**src/rtl/ddr_pkg.sv**
```systemverilog
// Shared HDR-DDR definitions: mode codes (common to TX and RX), token pattern and widths.
// The optional readback check in ddr_tx is enabled with `define DDR_TX_READBACK_CHECK_EN.
package ddr_pkg;

    localparam int DATA_W = 8;
    localparam int CRC_W  = 5;

    localparam logic [3:0] TOKEN = 4'hC;

    localparam logic [3:0] MODE_PREAMBLE_ZERO = 4'b0000;
    localparam logic [3:0] MODE_PREAMBLE_ONE  = 4'b0001;
    localparam logic [3:0] MODE_SERIAL_BYTE   = 4'b0011;
    localparam logic [3:0] MODE_TOKEN         = 4'b0101;
    localparam logic [3:0] MODE_PARITY        = 4'b0110;
    localparam logic [3:0] MODE_CRC_VALUE     = 4'b0111;
    // Never issued by the CCC FSM; used as the "no previous mode" marker.
    localparam logic [3:0] MODE_NONE          = 4'b1111;

    // Number of bits in a field; 0 marks a code that transmits nothing.
    function automatic logic [3:0] mode_len(input logic [3:0] mode);
        logic [3:0] len;
        len = 4'd0;
        case (mode)
            MODE_PREAMBLE_ZERO: len = 4'd1;
            MODE_PREAMBLE_ONE:  len = 4'd1;
            MODE_SERIAL_BYTE:   len = 4'd8;
            MODE_TOKEN:         len = 4'd4;
            MODE_PARITY:        len = 4'd2;
            MODE_CRC_VALUE:     len = 4'd5;
            default:            len = 4'd0;
        endcase
        return len;
    endfunction

endpackage

```
**src/rtl/ddr_parity_gen.sv**
```systemverilog
// HDR-DDR parity pair for a 16-bit data word: P1 = XOR of odd bits, P0 = XOR of even bits inverted.
// Purely combinational so TX and RX can share it.
module ddr_parity_gen
    import ddr_pkg::*;
(
    input  logic [2*DATA_W-1:0] word,
    output logic [1:0]          parity
);

    assign parity[1] = ^(word & 16'hAAAA);
    assign parity[0] = ~(^(word & 16'h5555));

endmodule

```
**src/rtl/ddr_tx.sv**
```systemverilog
// HDR-DDR transmit serializer: one bit per SCL edge (both edges), MSB first, feeding bytes to the CRC engine.
// Define DDR_TX_READBACK_CHECK_EN to add the SDA readback comparison and its sticky error output.
module ddr_tx
    import ddr_pkg::*;
(
    input  logic              i_sys_clk,
    input  logic              i_sys_rst,
    input  logic              i_sclgen_scl_pos_edge,
    input  logic              i_sclgen_scl_neg_edge,
    input  logic              i_ddrccc_tx_en,
    input  logic [3:0]        i_ddrccc_tx_mode,
    input  logic [DATA_W-1:0] i_regf_tx_data,
    input  logic [CRC_W-1:0]  i_crc_value,
`ifdef DDR_TX_READBACK_CHECK_EN
    input  logic              i_sdahnd_rx_sda,
    output logic              o_ddrccc_tx_error,
`endif
    output logic              o_sdahnd_tx_sda,
    output logic              o_ddrccc_tx_mode_done,
    output logic              o_crc_en,
    output logic              o_crc_data_valid,
    output logic [DATA_W-1:0] o_crc_data_out
);

    logic                edge_seen;
    logic [3:0]          prev_mode;
    logic [2:0]          bit_cnt;
    logic [2:0]          bit_idx;
    logic [3:0]          field_len;
    logic                mode_active;
    logic                last_bit;
    logic                sda_next;
    logic [DATA_W-1:0]   byte_reg;
    logic [CRC_W-1:0]    crc_reg;
    logic [2*DATA_W-1:0] par_word;
    logic [1:0]          par_now;
    logic [1:0]          par_reg;
    logic                byte_num;
    logic                crc_hold;
    logic [3:0]          token_bits;

    assign edge_seen   = i_sclgen_scl_pos_edge | i_sclgen_scl_neg_edge;
    assign field_len   = mode_len(i_ddrccc_tx_mode);
    assign mode_active = i_ddrccc_tx_en && (field_len != 4'd0);
    // A mode that differs from the one seen at the previous edge starts its field from bit 0.
    assign bit_idx     = (i_ddrccc_tx_mode != prev_mode) ? 3'd0 : bit_cnt;
    assign last_bit    = mode_active && ({1'b0, bit_idx} == (field_len - 4'd1));
    assign token_bits  = TOKEN;

    ddr_parity_gen u_parity (
        .word   (par_word),
        .parity (par_now)
    );

    always_comb begin
        sda_next = 1'b1;
        case (i_ddrccc_tx_mode)
            MODE_PREAMBLE_ZERO: sda_next = 1'b0;
            MODE_PREAMBLE_ONE:  sda_next = 1'b1;
            MODE_SERIAL_BYTE:   sda_next = (bit_idx == 3'd0) ? i_regf_tx_data[7] : byte_reg[3'd7 - bit_idx];
            MODE_TOKEN:         sda_next = token_bits[2'd3 - bit_idx[1:0]];
            MODE_PARITY:        sda_next = (bit_idx == 3'd0) ? par_now[1] : par_reg[0];
            MODE_CRC_VALUE:     sda_next = (bit_idx == 3'd0) ? i_crc_value[4] : crc_reg[3'd4 - bit_idx];
            default:            sda_next = 1'b1;
        endcase
    end

    always_ff @(posedge i_sys_clk or negedge i_sys_rst) begin
        if (!i_sys_rst) begin
            o_sdahnd_tx_sda       <= 1'b1;
            o_ddrccc_tx_mode_done <= 1'b0;
            o_crc_en              <= 1'b0;
            o_crc_data_valid      <= 1'b0;
            o_crc_data_out        <= '0;
            prev_mode             <= MODE_NONE;
            bit_cnt               <= 3'd0;
            byte_reg              <= '0;
            crc_reg               <= '0;
            par_word              <= '0;
            par_reg               <= 2'b00;
            byte_num              <= 1'b0;
            crc_hold              <= 1'b0;
`ifdef DDR_TX_READBACK_CHECK_EN
            o_ddrccc_tx_error     <= 1'b0;
`endif
        end else begin
            o_ddrccc_tx_mode_done <= 1'b0;
            o_crc_data_valid      <= 1'b0;
            // crc_hold keeps the CRC engine disabled from the cycle after the CRC5 field completes.
            o_crc_en <= i_ddrccc_tx_en &&
                        ((i_ddrccc_tx_mode == MODE_SERIAL_BYTE) ||
                         ((i_ddrccc_tx_mode == MODE_CRC_VALUE) && !crc_hold));
            if (!i_ddrccc_tx_en || (i_ddrccc_tx_mode != MODE_CRC_VALUE)) begin
                crc_hold <= 1'b0;
            end

            if (!i_ddrccc_tx_en) begin
                o_sdahnd_tx_sda   <= 1'b1;
                bit_cnt           <= 3'd0;
`ifdef DDR_TX_READBACK_CHECK_EN
                o_ddrccc_tx_error <= 1'b0;
`endif
            end else if (edge_seen) begin
                prev_mode       <= i_ddrccc_tx_mode;
                o_sdahnd_tx_sda <= sda_next;
`ifdef DDR_TX_READBACK_CHECK_EN
                if (mode_active && (i_sdahnd_rx_sda != o_sdahnd_tx_sda)) begin
                    o_ddrccc_tx_error <= 1'b1;
                end
`endif
                if (mode_active) begin
                    bit_cnt               <= last_bit ? 3'd0 : bit_idx + 3'd1;
                    o_ddrccc_tx_mode_done <= last_bit;
                    case (i_ddrccc_tx_mode)
                        MODE_PREAMBLE_ZERO, MODE_PREAMBLE_ONE: byte_num <= 1'b0;
                        MODE_SERIAL_BYTE: begin
                            if (bit_idx == 3'd0) begin
                                byte_reg <= i_regf_tx_data;
                            end
                            if (last_bit) begin
                                o_crc_data_valid <= 1'b1;
                                o_crc_data_out   <= byte_reg;
                                if (byte_num) begin
                                    par_word[7:0] <= byte_reg;
                                end else begin
                                    par_word[15:8] <= byte_reg;
                                end
                                byte_num <= ~byte_num;
                            end
                        end
                        MODE_PARITY: begin
                            if (bit_idx == 3'd0) begin
                                par_reg <= par_now;
                            end
                            if (last_bit) begin
                                byte_num <= 1'b0;
                            end
                        end
                        MODE_CRC_VALUE: begin
                            if (bit_idx == 3'd0) begin
                                crc_reg <= i_crc_value;
                            end
                            if (last_bit) begin
                                crc_hold <= 1'b1;
                            end
                        end
                        default: ;
                    endcase
                end else begin
                    bit_cnt <= 3'd0;
                end
            end
        end
    end

endmodule

```
**config.mk**
```make
export PLATFORM = sky130hd
export DESIGN_NAME = ddr_tx
export DESIGN_NICKNAME = d
export VERILOG_FILES = /design/src/rtl/ddr_pkg.sv /design/src/rtl/ddr_parity_gen.sv /design/src/rtl/ddr_tx.sv
export SDC_FILE = /design/constraint.sdc
export NUM_CORES = 1
export LEC_CHECK = 0
export CAP_MARGIN = 20
export CORE_MARGIN = 4
export CORE_UTILIZATION = 30
export DETAILED_ROUTE_END_ITERATION = 6
export GPL_TIMING_DRIVEN = 0
export HOLD_SLACK_MARGIN = 0.12
export SYNTH_ARGS = -nofsm -noshare
export SYNTH_HDL_FRONTEND = slang
export SYNTH_SLANG_ARGS = --single-unit
```
**constraint.sdc**
```tcl
create_clock -name i_sys_clk -period 3.6 [get_ports i_sys_clk]
set_clock_uncertainty 0.1 [all_clocks]
set_input_delay 0.36 -clock i_sys_clk [delete_from_list [all_inputs] [get_ports i_sys_clk]]
set_output_delay 0.36 -clock i_sys_clk [all_outputs]
set_load 0.03 [all_outputs]
```
* Word level (Yosys, flattened, before mapping)
Cells that the tools add are included.
** Storage, ports and cells
- Register bits after elaboration :: 51
- Input port bits :: 22
- Output and inout port bits :: 12
- Logic and storage cells :: 94
** Operators by class
- Add/subtract/negate cells :: 5
- $lt $le $gt $ge :: 3
- Equal/unequal tests :: 11
- Muxes and demuxes :: 35
- Bitwise logic cells :: 3
- Reductions and logical operators :: 23
** Operators with widths (number)
- 16-bit parity :: 2
- 1-bit 2-to-1 mux :: 24
- 4-bit one-hot mux with 5 select lines :: 1
- 5-bit AND reduction :: 4
- 6-bit AND reduction :: 3
- 3-bit 2-to-1 mux :: 5
- 4-bit by 3-bit equality test with 1-bit output, second input constant :: 3
- 3-bit by 4-bit less-than comparator with 1-bit output, second input constant :: 2
- 1-bit binary-select mux with 3-bit select :: 2
- 3-bit subtractor, first input constant :: 2
- 1-bit one-hot mux with 5 select lines :: 1
- 3-bit by 4-bit equality test with 1-bit output :: 1
- 4-bit by 1-bit equality test with 1-bit output, second input constant :: 1
- 4-bit by 2-bit equality test with 1-bit output, second input constant :: 1
- 1-bit logical AND :: 4
- 4-bit logical NOT :: 1
- 2-bit != test, second input constant :: 2
- 4-bit by 3-bit != test with 1-bit output, second input constant :: 1
- 4-bit != test :: 1
- 4-bit nonzero test :: 1
- 4-bit by 1-bit subtractor with 4-bit output, second input constant :: 1
- 3-bit by 1-bit adder with 3-bit output, second input constant :: 1
- 3-bit logical NOT :: 1
- 2-bit by 3-bit less-than comparator with 1-bit output, second input constant :: 1
- other kinds (11) :: 14

* Depth between registers and ports, before layout
- Depth after elaboration :: 11
- Depth in mapped cells :: 13

* Modules after synthesis
From an unflattened synthesis, not the netlist that was laid out.
** Unflattened totals
- Cells, all modules :: 225
- Area, all modules :: 2667.6 um^2
** By module, submodules not included
- ddr_tx :: instances 1, cells an instance 211, area an instance 2544.9 um^2
- ddr_parity_gen :: instances 1, cells an instance 14, area an instance 122.6 um^2

* Worst setup path before layout
No wires, ideal clock.
- Kind :: input-to-reg
- From :: input port i_ddrccc_tx_mode[3]
- To :: register bit_cnt[0]
- Library setup time :: 122 ps
- Arrival time :: 3082 ps
- Data required time :: 3378 ps
- Slack :: 296 ps
- Cell stages on the path :: 12
- Path through :: buf_2 clkbuf_1 nor4b_1 inv_1 ha_1 xor2_1 mux2i_1 a2bb2oi_1 o211a_4 or4_4 buf_6 a32o_1
** Between the ends
- Longest elaborated chain between the ends :: 10
** RTL lines
- start, declared :: RTL line ddr_tx.sv:11 : input logic [3:0] i_ddrccc_tx_mode,
- 4-bit by 1-bit equality test with 1-bit output or 4-bit logical NOT (tied branches) :: RTL line ddr_pkg.sv:23 : case (mode)
- 2-bit OR reduction (no line)
- 4-bit one-hot mux with 5 select lines :: RTL line ddr_pkg.sv:23
- 4-bit by 1-bit subtractor with 4-bit output or 4-bit nonzero test (tied branches) :: RTL line ddr_tx.sv:47, ddr_tx.sv:44
- 3-bit by 4-bit equality test with 1-bit output or 1-bit logical AND (tied branches) :: RTL line ddr_tx.sv:47, ddr_tx.sv:44
- 1-bit logical AND :: RTL line ddr_tx.sv:47 : assign last_bit = mode_active && ({1'b0, bit_idx} == (field_len - 4'd1));
- 3-bit 2-to-1 mux :: RTL line ddr_tx.sv:112 : bit_cnt <= last_bit ? 3'd0 : bit_idx + 3'd1;
- 3-bit 2-to-1 mux * :: RTL line ddr_tx.sv:111 : if (mode_active) begin
- 3-bit 2-to-1 mux * :: RTL line ddr_tx.sv:103 : end else if (edge_seen) begin
- 3-bit 2-to-1 mux * :: RTL line ddr_tx.sv:97 : if (!i_ddrccc_tx_en) begin
- end signal, assigned :: RTL line ddr_tx.sv:112
- end, declared :: RTL line ddr_tx.sv:27 : logic [2:0] bit_cnt;
Every way passes the cells marked *; elsewhere a longest branch is shown, timed or not. The select of a mux whose other input is x is not followed.
A chain may end at the register's enable or synchronous reset.

* Final worst setup path
- From :: input port i_ddrccc_tx_mode[0]
- To :: register bit_cnt[1]
Same word-level chain as after synthesis.

==> summary.log <==
qor: floorplan.start_util 30.7%
qor: place.dpl_worst_slack -680 ps
qor: place.detailed_place_hpwl 4150 µm
qor: power_and_ir_drop.switching_fraction 27.1%
qor: timing.worst_pin_slew 699 ps
qor: synth.synth_top_area_share 43.0%
qor: floorplan.die-height 102 µm
qor: drt.drc 0
qor: synth.synth-edff-count 0
qor: drt.wl_met1 2560 µm
qor: cts.level_count_of_the_clock_h_tree 2
qor: synth.share_of_synthesized_cell_area_in_and_or_nand_and_nor_gates 11.4%
qor: drt.drt_first_pass_iters 4
qor: power_and_ir_drop.clock_power_share 29.3%
qor: cts.postCtsSetupRepairBufs 0
qor: timing.unrepaired_setup_endpoints_after_global_routing false
qor: finish.most_frequent_cells_in_the_layout dfrtp_1, mux2_2, clkdlybuf4s50_1, xnor2_1
qor: drt.routed_wire_length_per_instance 15.1 µm
qor: cts.cts.sink_count 51
qor: finish.num-nets-final 284
qor: job.drv_cap 0
qor: finish.area_growth 22.1%
qor: grt.grt_max_degree 29
qor: drt.detailed_routed_wire_length_on_met2 2540 µm
qor: synth.synth_instances 216
qor: floorplan.die-width 102 µm
qor: critical_path.crit_type primary input to flop
qor: power_and_ir_drop.power.combinational.fraction 14.4%
qor: power_and_ir_drop.cell_internal_power 0.841 mW
qor: critical_path.signal_arrival_time_at_the_worst_endpoint 3540 ps
qor: synth.synth_async_sr_flop_share 100%
qor: drt.wl_met3 361 µm
qor: timing.maxSlewViolCount 0
qor: power_and_ir_drop.leakage 1.42 nW
qor: synth.post-synth-top-area-cell dfrtp_1
qor: drt.detail_route.wirelength 5510 µm
qor: cts.tritoncts done
qor: synth.synth_area 2680 µm²
qor: worst_hold_path.hold_class flop to flop
qor: finish.layout.cells.non_filler 366
qor: synth.synth-warning-count 0
qor: drt.drt-initial-drc-count 62
qor: grt.grt_antenna_before_repair 0
qor: drt.routed-via-count 1,849
qor: timing.max_slew_margin 53.1%
qor: place.gp_routability_congestion 0.818
qor: finish.antenna_fix_cells 0
qor: place.dp_cells 357
qor: synth.synth_sequential_area_ratio 47.9%
qor: cts.clock_insertion_delay_worst_skew 300 ps
qor: critical_path.cp-startpoint i_ddrccc_tx_mode[0]
qor: synth.synth_compound_area_share 8.03%
qor: floorplan.dieArea 10,500 µm²
qor: finish.layout.cells.most_common dfrtp_1
qor: place.port_buffers 32
qor: finish.largest_register_ff_count 16
qor: cts.clock_tree.buffer_depth 2
qor: grt.grt_pass1_vias 1,890
qor: floorplan.num_rows 34
qor: floorplan.fp.coreArea 8720 µm²
qor: grt.grt.total_usage 11.5%
qor: power_and_ir_drop.power_density 353 nW/µm²
qor: drt.highest_layer met4
qor: synth.post_synth_mux_area_share 20.8%
qor: critical_path.r2r_start prev_mode[1]
qor: synth.yosys.cell_types.count 50
qor: critical_path.worstPathRequired 3700 ps
qor: floorplan.design.portCount 34
qor: timing.postLayoutSetupSlackWorst 160 ps
qor: critical_path.timing.critical_path.from_type primary input
qor: finish.final_core_utilization 37.5%
qor: synth.synth_fa_ha_area_share 2.34%
qor: power_and_ir_drop.netSwitchingPower 0.312 mW
qor: critical_path.worstRegToRegCells 9
qor: synth.post_synth_main_area_contributors dfrtp_1, mux2_2, dfstp_2, xnor2_1, xor2_1
qor: timing.timing.fmax 291 MHz
qor: finish.layout-drive-gt1-share 27.9%
qor: grt.grt_first_pass_wirelength 9560 µm
qor: cts.cts_buffers 5
qor: run_status.run_status complete, no violations
qor: critical_path.reg2reg_to o_sdahnd_tx_sda
qor: critical_path.r2r_slack 430 ps
qor: power_and_ir_drop.seq_power_share 56.3%
qor: synth.synth-xor-area-share 7.52%
qor: timing.final_min_period_over_clock_period 95.5%
qor: critical_path.crit_path_end_kind flop
qor: synth.postSynth.topFlopCell dfrtp_1
qor: synth.synth_seq_cells 51
qor: cts.clk_pin_slew_worst_paths 90 ps
qor: cts.cts.root.buffer_cell clkbuf_8
qor: synth.synth_top_family_by_area multiplexers
qor: grt.globalRouteOverflowTotal 0
qor: timing.final.min_clock_period 3440 ps
qor: drt.drtAntennaViolNets 0
qor: synth.synth_area_per_cell 12.4 µm²
qor: synth.number_of_nets_produced_by_synthesis 243
qor: timing.setup_violations 0
qor: drt.post_drt_via_cell_ratio 5.05
qor: critical_path.cp_max_fo 10
qor: power_and_ir_drop.vdd_ir_drop_max 0.244 mV
qor: timing.report.final.hold_viol_count 0
qor: critical_path.cp-endpoint bit_cnt[1]
==> cell usage after synthesis, types with 3 or more instances <==
cell and instances:
xor2_1 8, nor2_1 5, a21oi_1 5, dfrtp_1 46
xnor2_1 15, ha_1 5, nand3_1 9, nand2_1 9
nand4_1 3, nor3_1 5, mux2_2 42, o21ai_0 3
inv_1 5, mux2i_1 4, clkbuf_1 5, dfstp_2 5
==> logic make-up after synthesis <==
logic type                 after synthesis
buffers and inverters                   12
adders and majority gates                5
AOI/OAI and AO/OA                       28
xor gates and xnor gates                23
and+or+nand+nor                         49
muxes                                   48
DFF                                     51
==> worst min-delay path by stage <==
| stage | from | to | slack, ps | depth (start not counted) |
|---|---|---|---|---|
| after floorplan | i_sys_rst | bit_cnt[0] | -40 | 0 |
| after global placement | par_reg[0] | par_reg[0] | 370 | 2 |
| after detailed placement | i_sys_rst | byte_reg[6] | 290 | 1 |
| after CTS | crc_hold | o_crc_en | 390 | 1 |
| after global routing | crc_hold | o_crc_en | 420 | 1 |
| final | crc_hold | o_crc_en | 390 | 1 |
==> cell type report <==
cell class | instances | area (µm²)
inverter | 5 | 18.8
clock inverter | 2 | 16.3
multi-input combinational | 153 | 1360
fill | 851 | 5450
tap | 108 | 135
sequential | 51 | 1280
clock buffer | 6 | 72.6
buffer | 7 | 40.0
timing repair buffer | 34 | 348
==> routing by layer <==
metal	vias to the layer above	track usage (%)
met4	0	2.72
li1	883	-
met2	52	18.3
met3	5	3.32
met1	909	15.6
met5	-	0
==> worst max-delay path, cell delays in order <==
cell,delay (ps)
clkdlybuf4s50_1,510
clkbuf_2,270
nand3_1,170
a21o_1,210
ha_1,260
xor2_1,250
mux2i_1,210
a2bb2oi_1,110
o211a_4,290
or4_4,510
buf_6,150
a32o_1,230
==> power by group through the flow <==
stage               clock (mW)  combinational (mW)  sequential [mW]
CTS                      0.353               0.167            0.651
detailed placement           0               0.165            0.662
floorplan                    0               0.103            0.650
global route             0.383               0.185            0.657
finish                   0.338               0.166            0.650
global placement             0               0.161            0.661
==> what timing repair did <==
item | in CTS | in global routing
hold buffers | 1 | 0
pin swaps | 1 | 0
gates cloned | 0 | 0
gates resized for setup | 2 | 8
setup endpoints to repair | 30 | 30
hold endpoints to repair | 23 | 0
==> stage by stage <==
step | hold slack [ps] | power (mW) | setup TNS (ps) | instance area [µm²]
finish | 388 | 1.15 | 0 | 3270
global route | 423 | 1.22 | 0 | 3270
CTS | 391 | 1.17 | 0 | 3260
detailed placement | 287 | 0.827 | -18130 | 3150
global placement | 374 | 0.822 | -17350 | 3130
floorplan | -35.6 | 0.753 | 0 | 2680
No activity file was read; power rests on OpenSTA's default activity.
